[src/rtl/mchan_synch_pkg.sv]
// ----------------------------------------------------------------------------
// mchan_synch_pkg
// Shared types and constants for the transfer synchronisation logic.
//
// Contents:
//   DEF_SID_WIDTH / DEF_LEN_WIDTH : default mchan field widths
//   cmd_entry_t                   : {sid, len} command queue entry (default widths)
//   PERF_CNT_WIDTH                : width of the optional completed-command counter
//   cmd_entry_pack()              : builds a cmd_entry_t from its fields
// ----------------------------------------------------------------------------
package mchan_synch_pkg;

    localparam int unsigned DEF_SID_WIDTH  = 1;
    localparam int unsigned DEF_LEN_WIDTH  = 8;
    localparam int unsigned PERF_CNT_WIDTH = 16;

    // len is encoded as beats-1, so len=0 is a single-beat command.
    typedef struct packed {
        logic [DEF_SID_WIDTH-1:0] sid;
        logic [DEF_LEN_WIDTH-1:0] len;
    } cmd_entry_t;

    function automatic cmd_entry_t cmd_entry_pack(
        input logic [DEF_SID_WIDTH-1:0] sid,
        input logic [DEF_LEN_WIDTH-1:0] len
    );
        cmd_entry_t e;
        e.sid = sid;
        e.len = len;
        return e;
    endfunction

endpackage

[src/rtl/synch_cmd_fifo.sv]
// ----------------------------------------------------------------------------
// synch_cmd_fifo
// Generic synchronous FIFO holding outstanding commands.
//
// Pointers carry one extra wrap bit: equal pointers mean empty, equal index
// with differing wrap bits means full. The head entry is presented
// combinationally (show-ahead). The caller must not push when full; a push
// while full is ignored even if a pop happens in the same cycle.
//
// Ports:
//   clk_i, rst_ni  : clock, asynchronous active-low reset
//   push_i, data_i : write request and entry
//   pop_i          : drop the head entry (ignored when empty)
//   head_o         : current head entry
//   full_o, empty_o: occupancy flags (from registered pointers)
// ----------------------------------------------------------------------------
module synch_cmd_fifo #(
    parameter int unsigned DATA_WIDTH = 9,
    parameter int unsigned DEPTH      = 4
) (
    input  logic                  clk_i,
    input  logic                  rst_ni,
    input  logic                  push_i,
    input  logic [DATA_WIDTH-1:0] data_i,
    input  logic                  pop_i,
    output logic [DATA_WIDTH-1:0] head_o,
    output logic                  full_o,
    output logic                  empty_o
);

    localparam int unsigned AW = $clog2(DEPTH);

    logic [DATA_WIDTH-1:0] mem [DEPTH];
    logic [AW:0]           wr_ptr, rd_ptr;
    logic                  do_push, do_pop;

    assign empty_o = (wr_ptr == rd_ptr);
    assign full_o  = (wr_ptr[AW] != rd_ptr[AW]) && (wr_ptr[AW-1:0] == rd_ptr[AW-1:0]);
    assign head_o  = mem[rd_ptr[AW-1:0]];

    assign do_push = push_i && !full_o;
    assign do_pop  = pop_i && !empty_o;

    always_ff @(posedge clk_i or negedge rst_ni) begin
        if (!rst_ni) begin
            wr_ptr <= '0;
            rd_ptr <= '0;
        end else begin
            if (do_push) wr_ptr <= wr_ptr + 1'b1;
            if (do_pop)  rd_ptr <= rd_ptr + 1'b1;
        end
    end

    always_ff @(posedge clk_i or negedge rst_ni) begin
        if (!rst_ni) begin
            for (int i = 0; i < int'(DEPTH); i++) mem[i] <= '0;
        end else if (do_push) begin
            mem[wr_ptr[AW-1:0]] <= data_i;
        end
    end

endmodule

[src/rtl/cmd_synch_gen.sv]
// ----------------------------------------------------------------------------
// cmd_synch_gen
// Release side of the per-SID transfer synchronisation counters. One instance
// tracks the commands issued to a single port/direction, counts completed
// beats against the head command and emits one synch_req_o/synch_sid_o pulse
// per fully completed command (one cycle after its last beat).
//
// Ports:
//   clk_i, rst_ni    : clock, asynchronous active-low reset
//   cmd_req_i/gnt_o  : command issue handshake (transfer on req && gnt)
//   cmd_sid_i/len_i  : SID and beats-1 of the issued command
//   beat_valid_i     : one beat of the head command completed
//   synch_req_o      : single-cycle completion pulse
//   synch_sid_o      : SID of the completed command (held between pulses)
//   busy_o           : commands outstanding or completion pulse in flight
//   orphan_beat_o    : sticky, beat seen while no command was queued
//   perf_cmd_cnt_o   : (CMD_SYNCH_GEN_PERF_EN) completed-command count, wraps
//   perf_stall_o     : (CMD_SYNCH_GEN_PERF_EN) request stalled by a full queue
//
// Optional feature macro: CMD_SYNCH_GEN_PERF_EN
// ----------------------------------------------------------------------------
module cmd_synch_gen
    import mchan_synch_pkg::*;
#(
    parameter int unsigned TRANS_SID_WIDTH = DEF_SID_WIDTH,
    parameter int unsigned BEAT_LEN_WIDTH  = DEF_LEN_WIDTH,
    parameter int unsigned FIFO_DEPTH      = 4
) (
    input  logic                       clk_i,
    input  logic                       rst_ni,
    input  logic                       cmd_req_i,
    output logic                       cmd_gnt_o,
    input  logic [TRANS_SID_WIDTH-1:0] cmd_sid_i,
    input  logic [BEAT_LEN_WIDTH-1:0]  cmd_len_i,
    input  logic                       beat_valid_i,
    output logic                       synch_req_o,
    output logic [TRANS_SID_WIDTH-1:0] synch_sid_o,
    output logic                       busy_o,
`ifdef CMD_SYNCH_GEN_PERF_EN
    output logic [PERF_CNT_WIDTH-1:0]  perf_cmd_cnt_o,
    output logic                       perf_stall_o,
`endif
    output logic                       orphan_beat_o
);

    // Entry layout follows cmd_entry_t but tracks this instance's widths.
    typedef struct packed {
        logic [TRANS_SID_WIDTH-1:0] sid;
        logic [BEAT_LEN_WIDTH-1:0]  len;
    } entry_t;

    entry_t                    push_entry, head;
    logic                      fifo_full, fifo_empty;
    logic                      push, beat_ok, last_beat;
    logic [BEAT_LEN_WIDTH-1:0] cnt;

    assign push_entry.sid = cmd_sid_i;
    assign push_entry.len = cmd_len_i;

    assign cmd_gnt_o = !fifo_full;
    assign push      = cmd_req_i && cmd_gnt_o;

    // The head is only valid once the FIFO was non-empty at the clock edge,
    // so a beat arriving alongside a push into an empty queue is an orphan.
    assign beat_ok   = beat_valid_i && !fifo_empty;
    assign last_beat = beat_ok && (cnt == head.len);

    synch_cmd_fifo #(
        .DATA_WIDTH ($bits(entry_t)),
        .DEPTH      (FIFO_DEPTH)
    ) i_cmd_fifo (
        .clk_i   (clk_i),
        .rst_ni  (rst_ni),
        .push_i  (push),
        .data_i  (push_entry),
        .pop_i   (last_beat),
        .head_o  (head),
        .full_o  (fifo_full),
        .empty_o (fifo_empty)
    );

    // Beat counter: only ever returns to 0 through a last beat, so it can
    // never run past the head length.
    always_ff @(posedge clk_i or negedge rst_ni) begin
        if (!rst_ni) begin
            cnt <= '0;
        end else if (last_beat) begin
            cnt <= '0;
        end else if (beat_ok) begin
            cnt <= cnt + 1'b1;
        end
    end

    // Completion pulse; the SID register holds its value between pulses.
    always_ff @(posedge clk_i or negedge rst_ni) begin
        if (!rst_ni) begin
            synch_req_o <= 1'b0;
            synch_sid_o <= '0;
        end else begin
            synch_req_o <= last_beat;
            if (last_beat) synch_sid_o <= head.sid;
        end
    end

    always_ff @(posedge clk_i or negedge rst_ni) begin
        if (!rst_ni) begin
            orphan_beat_o <= 1'b0;
        end else if (beat_valid_i && fifo_empty) begin
            orphan_beat_o <= 1'b1;
        end
    end

    assign busy_o = !fifo_empty || synch_req_o;

`ifdef CMD_SYNCH_GEN_PERF_EN
    always_ff @(posedge clk_i or negedge rst_ni) begin
        if (!rst_ni) begin
            perf_cmd_cnt_o <= '0;
        end else if (synch_req_o) begin
            perf_cmd_cnt_o <= perf_cmd_cnt_o + 1'b1;
        end
    end

    assign perf_stall_o = cmd_req_i && !cmd_gnt_o;
`endif

endmodule

[config.mk]
export PLATFORM = sky130hd
export DESIGN_NAME = cmd_synch_gen
export DESIGN_NICKNAME = d
export VERILOG_FILES = /design/src/rtl/mchan_synch_pkg.sv /design/src/rtl/synch_cmd_fifo.sv /design/src/rtl/cmd_synch_gen.sv
export SDC_FILE = /design/constraint.sdc
export NUM_CORES = 1
export LEC_CHECK = 0
export BUFFER_PORTS_ARGS = -buffer_cell sky130_fd_sc_hd__clkbuf_2
export CAP_MARGIN = 20
export CORE_ASPECT_RATIO = 1.25
export CORE_MARGIN = 1.5
export CORE_UTILIZATION = 60
export CTS_BUF_LIST = sky130_fd_sc_hd__clkbuf_4
export CTS_CLUSTER_SIZE = 24
export DETAILED_ROUTE_END_ITERATION = 8
export PLACE_DENSITY_LB_ADDON = 0.3
export RECOVER_POWER = 25
export SYNTH_ARGS = -nofsm -noshare
export SYNTH_HDL_FRONTEND = slang
export SYNTH_SLANG_ARGS = --single-unit
[constraint.sdc]
create_clock -name clk_i -period 7 [get_ports clk_i]
set_input_delay 0.7 -clock clk_i [delete_from_list [all_inputs] [get_ports clk_i]]
set_output_delay 0.7 -clock clk_i [all_outputs]
set_load 0.03 [all_outputs]
======== Yosys cells after proc, flatten, opt, wreduce, memory -nomap -nowiden ========
Cells that the tools add are included.
word-level totals
  logic and storage cells ................. 42
  bits in registers ....................... 53
  latch bits .............................. 0
  bits of input ports ..................... 13
  RAM bits ................................ 0
  output and inout bits ................... 5
  memory bits (read-only) ................. 0
  memories ................................ 0
cells by class
  shift-type cells ........................ 0
  eq/ne operators ......................... 4
  bitwise logic cells ..................... 2
  muxes and demuxes ....................... 8
  div/mod/pow operators ................... 0
  reduce and logical (&&, ||, !) cells .... 12
  multiply operators ...................... 0
  add/sub/neg operators ................... 3
  magnitude comparators ................... 3
operators by type and width
  cell                                                        count
  bitwise mux 36 bit                                          1
  2-to-1 mux 9 bit                                            3
  binary-select mux 9 bit (select 2 bit)                      1
  demux 9 bit (select 2 bit)                                  1
  2-to-1 mux 8 bit                                            2
  adder 8 x 1 -> 8 bit, second input constant                 1
  == test 8 bit                                               1
  logical AND 1 bit                                           8
  adder 3 x 1 -> 3 bit, second input constant                 2
  >= comparator 3 bit, second input constant                  2
  inverter 2 -> 3 bit                                         2
  == test 3 bit                                               1
  less-than comparator 3 x 1 -> 1 bit, second input constant  1
  == test 2 bit                                               1
  zero test 1 bit                                             2
  nonzero test 2 bit                                          1
  logical OR 1 bit                                            1
  != test 1 bit                                               1

======== Longest topological paths before layout ========
Gate-level depths: netlist (run 1).
  depth in word-level cells ............... 7
  gate-level depth with buffers ........... 7
  mapped depth without buffers ............ 5

======== Cells and area by module ========
A second synthesis (run 1) with hierarchy kept.
second synthesis, totals
  cell total of the unflattened synthesis .. 186
  area total of the unflattened synthesis .. 2,645.0 um2
modules (own cells, without submodules)
  module          times used  seq. area each (um2)  cells an instance  area each (um2)
  synch_cmd_fifo  1           1,051.0               130                2,053.2
  cmd_synch_gen   1           275.3                 56                 591.8

======== Worst setup path after synthesis (run 1) ========
Ideal clock, no wire load.
  kind .................................... register to register
  from .................................... register i_cmd_fifo.rd_ptr[0]
  to ...................................... register i_cmd_fifo.mem[0] (netlist name)
  period minus slack after synthesis ...... 2.340 ns
  library setup time ...................... 0.125 ns
  buffers on the path ..................... 2
  arrival time ............................ 2.215 ns
  stages on the path, launching flop included .. 8
  data required time ...................... 6.875 ns
  path slack .............................. 4.660 ns
  cells stage by stage .................... dfrtp_1 -> buf_6 -> xnor2_1 -> nand3_1 -> and2_1 -> clkbuf_1 -> nand2_1 -> mux2_2
on the way
  cells in the longest elaborated chain, start to end .. 5
ends and longest elaborated chain
  what                            line                  RTL
  start: declaration              synch_cmd_fifo.sv:34  logic [AW:0] wr_ptr, rd_ptr;
  start signal: assignment        synch_cmd_fifo.sv:50  if (do_pop) rd_ptr <= rd_ptr + 1'b1;
  == test 2 bit (*)               synch_cmd_fifo.sv:38  assign full_o = (wr_ptr[AW] != rd_ptr[AW]) && (wr_ptr[AW-1:0] == rd_ptr[AW-1:0]);
  logical AND 1 bit (*)           synch_cmd_fifo.sv:38
  zero test 1 bit (*)             cmd_synch_gen.sv:60   assign cmd_gnt_o = !fifo_full;
  net cmd_gnt_o                   cmd_synch_gen.sv:32   output logic cmd_gnt_o,
  logical AND 1 bit               cmd_synch_gen.sv:61   assign push = cmd_req_i && cmd_gnt_o;
  logical AND 1 bit (*)           synch_cmd_fifo.sv:41  assign do_push = push_i && !full_o;
  end signal: indexed assignment  synch_cmd_fifo.sv:58  mem[wr_ptr[AW-1:0]] <= data_i;
  end: declaration                synch_cmd_fifo.sv:33  logic [DATA_WIDTH-1:0] mem [DEPTH];
Mark *: on every way through the listed nets, which the timed path passes. The rest lies on a longest branch.
A chain may end at the register's enable or synchronous reset.

==> metrics, run 1 <==
Reg area=1326 um2; DR vias/cell=5.740; RSZ-0062 raised after global routing=false; Finished Layout Cells=258; Yosys top cell area share=0.5258; maximum number of pins on one net before global-route repair=54; initial core utilization=0.6203; slowest stage delay, CP=1.98 ns; Setup crit end kind=async pin; minimum clock period=2.871 ns; multi-input logic area=1159 um2; initial antenna violation count=0; number of synthesized flops with an enable pin=0; Max clock buf depth=2; Final Net Count=220; Post-CTS Setup Bufs=0; DRC=0; synthesized area per cell=14.09 um2; Worst Path Arrival=2.77 ns; Overflow after GRT=0; reg2reg setup slack=4.27 ns; DR iter-0 viols=82; DIE AREA=4605 um2; worst hold slack=0.4903 ns; worst r2r dst=i_cmd_fifo.rd_ptr[1]$_DFFE_PN0P_; via count=1,481; setup_tns=0 ns; Worst Path Class, Setup=in -> async; reg2reg start=i_cmd_fifo.rd_ptr[0]$_DFFE_PN0P_; First-pass DRT Iterations=4; worst-skew pair later-pin latency=0.36 ns; Largest delay share family, worst path=buffers and inverters; Critical Path, Cell by Cell=clkbuf_2 > clkbuf_1; H-tree levels=2; gr usage total=0.2195; Final setup viols=0; cts bufs inserted=5; FF-to-FF path depth=5; antenna viol nets, final=0; placed cell count=250; Die Y-Extent=75.49 um; Mapped Nets=198; top cells by area, synth=dfrtp_1, mux2_2, mux4_1; RD Place Congestion=0.7753; die extent in x=61.00 um; dominant cell type by area after synthesis=dfrtp_1; Inserted Diodes=0; Slew @ Worst Pin=2.803 ns; fraction of registers with async set/reset=1.000; failing checks=max-capacitance violations, max-slew violations; Layout Skew=0.004349 ns; sequential area share after synthesis=0.5258; Yosys warning count=0; final WL=4450 um; Max FO, Critical Path=53; vias in the first global route=1,542; critical hold path startpoint=orphan_beat_o$_DFFE_PN0P_; CTS clock-pin slew for the worst setup and hold paths=0.14 ns; Max Cap Viol=1; slew margin rel.=-0.8684; min-delay worst type=reg -> reg; layout cell share with drive strength beyond 1=0.3366; fmax=348.3 MHz; max-slew violation count=54; hpwl dp=3356 um; Core Area=4066 um2; Post-CTS Resized=0; Fill cells=303; Startpoint Class=primary input; Syn Inst Count=179; Syn-to-layout area delta=7.887%; root buf cell=clkbuf_4; hold buffers post-CTS=0; Synth Cell Area=2522 um2; row cnt=26; TritonCTS clock tree=done; synthesized flop and latch total=53; slowest cell on the critical path=clkbuf_1; Worst VDD drop=0.0002102 V; dominant synthesized flop cell=dfrtp_1; Hold Crit Depth=1; final hold vios=0; CP bufs+invs=2; LEAKAGE=1.217 nW; per-cell routed wire length=17.25 um; period utilisation layout=0.4102; Port Buf Inserts=17; WP data required=6.90 ns; Hold EP=orphan_beat_o$_DFFE_PN0P_; Sink Count=53; Distinct cells, synth=26; Boundary Pins=18; P per Cell Area=438.9 nW/um2; status=complete, but fails checks; first-pass GRT wire length=7245 um
[flip-flops by register name, summed over array words and instances (netlist names)]
register / flops
cnt: 8
i_cmd_fifo.mem: 36
i_cmd_fifo.rd_ptr: 3
i_cmd_fifo.wr_ptr: 3
orphan_beat_o: 1
synch_req_o: 1
synch_sid_o: 1
[kinds of logic after synthesis]
family          after synthesis  synth area share
flops                        53            0.5258
mux                          47            0.2619
simple gates                 36           0.07342
xor+xnor                     22           0.07639
buf+inv                       8           0.01488
compound gates                7           0.01786
fa+ha+maj                     6           0.02976
[routing by layer]
layer,GRT usage,share of wire
met1,0.2650,0.42
met2,0.3895,0.54
met3,0.04075,0.023
met4,0.07971,0.015
met5,0,0
[synthesized netlist by cell type, types with 2 or more instances]
| master | count |
|---|---|
| clkbuf_1 | 2 |
| mux4_1 | 6 |
| nor2_1 | 6 |
| inv_1 | 5 |
| mux4_2 | 3 |
| nand3_1 | 7 |
| mux2_4 | 2 |
| nand2_1 | 13 |
| mux2_2 | 36 |
| o21ai_0 | 4 |
| dfrtp_1 | 53 |
| xor2_1 | 8 |
| and3_1 | 3 |
| xnor2_1 | 14 |
| ha_1 | 6 |
[stage by stage]
stage	total power [mW]	util	worst slack [ns]	area [um2]
final	1.194	0.6692	4.129	2721
after CTS	1.207	0.6702	4.182	2725
after global placement	1.029	0.6557	4.410	2666
after floorplan	0.9410	-	4.660	2522
after global routing	1.278	0.6692	3.657	2721
after detailed placement	1.073	0.6557	4.306	2666
[where the power goes]
part / switching (mW) / total (mW) / leakage [nW] / internal (mW)
Clock: 0.0914 / 0.136 / 0.0360 / 0.0442
Combinational: 0.232 / 0.501 / 0.538 / 0.269
Sequential: 0.111 / 0.558 / 0.643 / 0.447
Total: 0.435 / 1.19 / 1.22 / 0.759
[cells in the final DEF (no fill, tap or decap), types with 2 or more instances in the layout]
master / Yosys / final
and3_1: 3 / 3
clkbuf_2: 0 / 17
clkbuf_4: 0 / 6
dfrtp_1: 53 / 53
ha_1: 6 / 6
inv_1: 5 / 5
mux2_2: 36 / 36
mux2_4: 2 / 2
mux4_1: 6 / 6
mux4_2: 3 / 3
nand2_1: 13 / 13
nand3_1: 7 / 7
nor2_1: 6 / 6
o21ai_0: 4 / 4
xnor2_1: 14 / 14
xor2_1: 8 / 8
[worst max path at each step]
stage | cells past startpoint | slack [ns] | from | end
floorplan | 7 | 4.66 | i_cmd_fifo.rd_ptr[0]$_DFFE_PN0P_ | i_cmd_fifo.mem[0]$_DFFE_PN0P_
global placement | 5 | 4.41 | i_cmd_fifo.rd_ptr[0]$_DFFE_PN0P_ | synch_sid_o$_DFFE_PN0P_
detailed placement | 5 | 4.31 | i_cmd_fifo.rd_ptr[0]$_DFFE_PN0P_ | i_cmd_fifo.rd_ptr[1]$_DFFE_PN0P_
CTS | 4 | 4.18 | i_cmd_fifo.rd_ptr[0]$_DFFE_PN0P_ | busy_o
global route | 2 | 3.66 | rst_ni | cnt[2]$_DFFE_PN0P_
finish | 2 | 4.13 | rst_ni | i_cmd_fifo.mem[26]$_DFFE_PN0P_
[cell type report]
class                   instances  area share
flip-flops and latches         53      0.4874
multi-input cells             118      0.4257
well taps                      56     0.02575
inverters                       5    0.006897
clock inverters                 2    0.005057
repair buffers                 18     0.03264
clock buffers                   6     0.01655
No activity file was read; power rests on OpenSTA's default activity.
==> inputs of run 2 (changes only) <==
ABC_AREA = 1   (was unset)
clock period = 2.9 ns   (was 7 ns; I/O delays follow)
==> run 2 against run 1 <==
Compared with the run above: the run now ends clean; non-clock buffer count up 3; critical endpoint is now busy_o; synthesized area rose by 10%; sequential power is 140% higher; utilization up 0.055 points; largest cell class unchanged; global-route usage increased by 2.6 points; routed wire length is 26% higher; first-iteration DRC count is 130% higher; sequential cell count is the same; die area is 9.8% higher; highest routed layer unchanged.
==> metrics, run 2 <==
via count=2,325; Max Cap Viol=0; layout cell share with drive strength beyond 1=0.1032; RD Place Congestion=0.9505; M3 GR Usage=0.04816; First-pass DRT Iterations=4; Place WS=0.8345 ns; vias in the first global route=2,191; per-cell routed wire length=12.82 um; min-delay worst type=in -> reg; number of synthesized flops with an enable pin=0; DRC=0; most common cell in the synthesized netlist=nand2_1; max reg flops=36; reg2reg setup slack=0.80 ns; DR iter-0 viols=188; Overflow after GRT=0; slowest stage delay, CP=0.57 ns; Die Y-Extent=79.11 um; slew margin rel.=0.3885; setup_tns=0 ns; sequential area share after synthesis=0.4770; fraction of registers with async set/reset=1.000; slowest cell on the critical path=dfrtp_1; Syn-to-layout area delta=6.616%; max-slew violation count=0; first-pass GRT wire length=9597 um; top cells by area, synth=dfrtp_1, nand2_1, nand3_1; Startpoint Class=flip-flop; Synth Cell Area=2780 um2; Post-CTS Resized=0; Core Area=4425 um2; met1 Track Usage GR=0.3152; DR vias/cell=5.333; row cnt=27; TritonCTS clock tree=done; CTS clock-pin slew for the worst setup and hold paths=0.14 ns; final WL=5591 um; synthesized area per cell=7.788 um2; biggest regs=i_cmd_fifo.mem x36, cnt x8; Syn Inst Count=357; largest register by flop count=i_cmd_fifo.mem; Power, Total=3.216 mW; multi-input logic area=1272 um2; worst-skew pair later-pin latency=0.38 ns; Synth top cells by count=nand2_1, dfrtp_1, nand3_1; Final setup viols=0; gr usage total=0.2454; maximum number of pins on one net before global-route repair=42; Port Buf Inserts=17; H-tree levels=2; period utilisation layout=0.7643; dominant cell type by area after synthesis=dfrtp_1; Fill cells=385; RSZ-0062 raised after global routing=false; fmax=451.2 MHz; dominant synthesized flop cell=dfrtp_1; Worst VDD drop=0.0005194 V; cts bufs inserted=5; Distinct cells, synth=26; final hold vios=0; DIE AREA=5054 um2; die extent in x=63.89 um; hpwl dp=4046 um; WP data required=2.61 ns; antenna viol nets, final=0; Mapped Nets=376; Worst Path Arrival=1.93 ns; initial core utilization=0.6282; Yosys warning count=0; Layout Skew=0.01244 ns; grt peak-use layer=met2; Boundary Pins=18; Inserted Diodes=0; Max FO, Critical Path=13; synthesized flop and latch total=53; initial antenna violation count=0; minimum clock period=2.216 ns; met2 usage in global routing=0.4031; Setup crit end kind=primary output; Sink Count=53; Reg area=1326 um2; LEAKAGE=1.564 nW; Post-CTS Setup Bufs=0; commonest non-fill, non-tap cell in the layout=nand2_1; root buf cell=clkbuf_4; P per Cell Area=1085 nW/um2; Critical Path, Cell by Cell=xnor2_1 > nand3_1 > or2_2 > clkbuf_2; final worst setup slack=0.6835 ns; Slew @ Worst Pin=0.9173 ns; Max clock buf depth=2; Yosys top cell area share=0.4770; most frequent cells in the layout=nand2_1, dfrtp_1, nand3_1, o21ai_0, inv_1; Final Net Count=396; Worst Path Class, Setup=reg -> out; status=complete, no violations
[run 2: cell types whose count changed in the layout (fill, tap and decap cells not counted), sizes merged, moves of 3 or more]
cell	previous run	this run
mux4	9	0
nor2	6	17
mux2	38	0
nand2	13	141
inv	6	28
and3	3	0
xnor2	14	4
nand3	7	46
o21ai	4	39
buf	0	3
[run 2: cell families after synthesis]
family                   count (synthesis)  share of synthesized area
buffers and inverters                   36                    0.06526
AO/OA/AOI/OAI                           41                    0.07516
adder cells (fa/ha/maj)                  6                    0.02700
flip-flops                              53                     0.4770
AND/OR/NAND/NOR                        211                     0.3240
XOR/XNOR                                10                    0.03150
[run 2: final cells by class]
type	instances	area share
timing repair buffer	21	0.04348
multi-input combinational	268	0.4293
sequential	53	0.4474
clock inverter	2	0.004643
tap	58	0.02448
inverter	28	0.03546
clock buffer	6	0.01520
[run 2: final timing paths]
kind / cells past startpoint / endpoint / from
worst min-delay path: 3 / orphan_beat_o$_DFFE_PN0P_ / beat_valid_i
min in group asynchronous: 2 / i_cmd_fifo.mem[35]$_DFFE_PN0P_ / rst_ni
worst max-delay path: 4 / busy_o / i_cmd_fifo.rd_ptr[1]$_DFFE_PN0P_
worst min register to register: 1 / orphan_beat_o$_DFFE_PN0P_ / orphan_beat_o$_DFFE_PN0P_
worst max register to register: 11 / i_cmd_fifo.rd_ptr[0]$_DFFE_PN0P_ / i_cmd_fifo.rd_ptr[1]$_DFFE_PN0P_
max in group asynchronous: 3 / i_cmd_fifo.mem[34]$_DFFE_PN0P_ / rst_ni
[run 2: metal layers]
layer  part of all wire  vias to the layer above  wire (um)
li1                   -                     1182          -
met1               0.47                     1086       2609
met2               0.47                       47       2622
met3              0.038                       10        214
met4              0.026                        0        144
met5                  0                        -          0
[run 2: repair_timing]
action                                  CTS  global route
hold buffers                              0             1
endpoints found under the setup margin    0             0
endpoints found under the hold margin     0            14
[run 2: stage by stage]
| stage | hold WS, ns | cell area (um2) | utilization | std cells |
|---|---|---|---|---|
| 2_1_floorplan | -0.005591 | 2780 | - | 357 |
| 3_3_place_gp | 0.4568 | 2877 | 0.6500 | 426 |
| 3_5_place_dp | 0.4676 | 2877 | 0.6500 | 426 |
| 4_1_cts | 0.07479 | 2935 | 0.6633 | 434 |
| 5_1_grt | 0.1465 | 2964 | 0.6698 | 436 |
| 6_report | 0.1529 | 2964 | 0.6698 | 436 |
[run 2: worst max-delay path, delay by kind of cell, from the launching register on]
kind	cells	cell delay (ns)
DFF	1	0.57
and+or+nand+nor	2	0.48
xor gates and xnor gates	1	0.31
buffers and inverters	1	0.18
[run 2: where the power goes]
group | switching (mW) | total [mW] | leakage [nW] | internal [mW]
combinational | 1.01 | 1.55 | 0.867 | 0.540
sequential | 0.272 | 1.33 | 0.661 | 1.06
clock | 0.233 | 0.340 | 0.0360 | 0.107
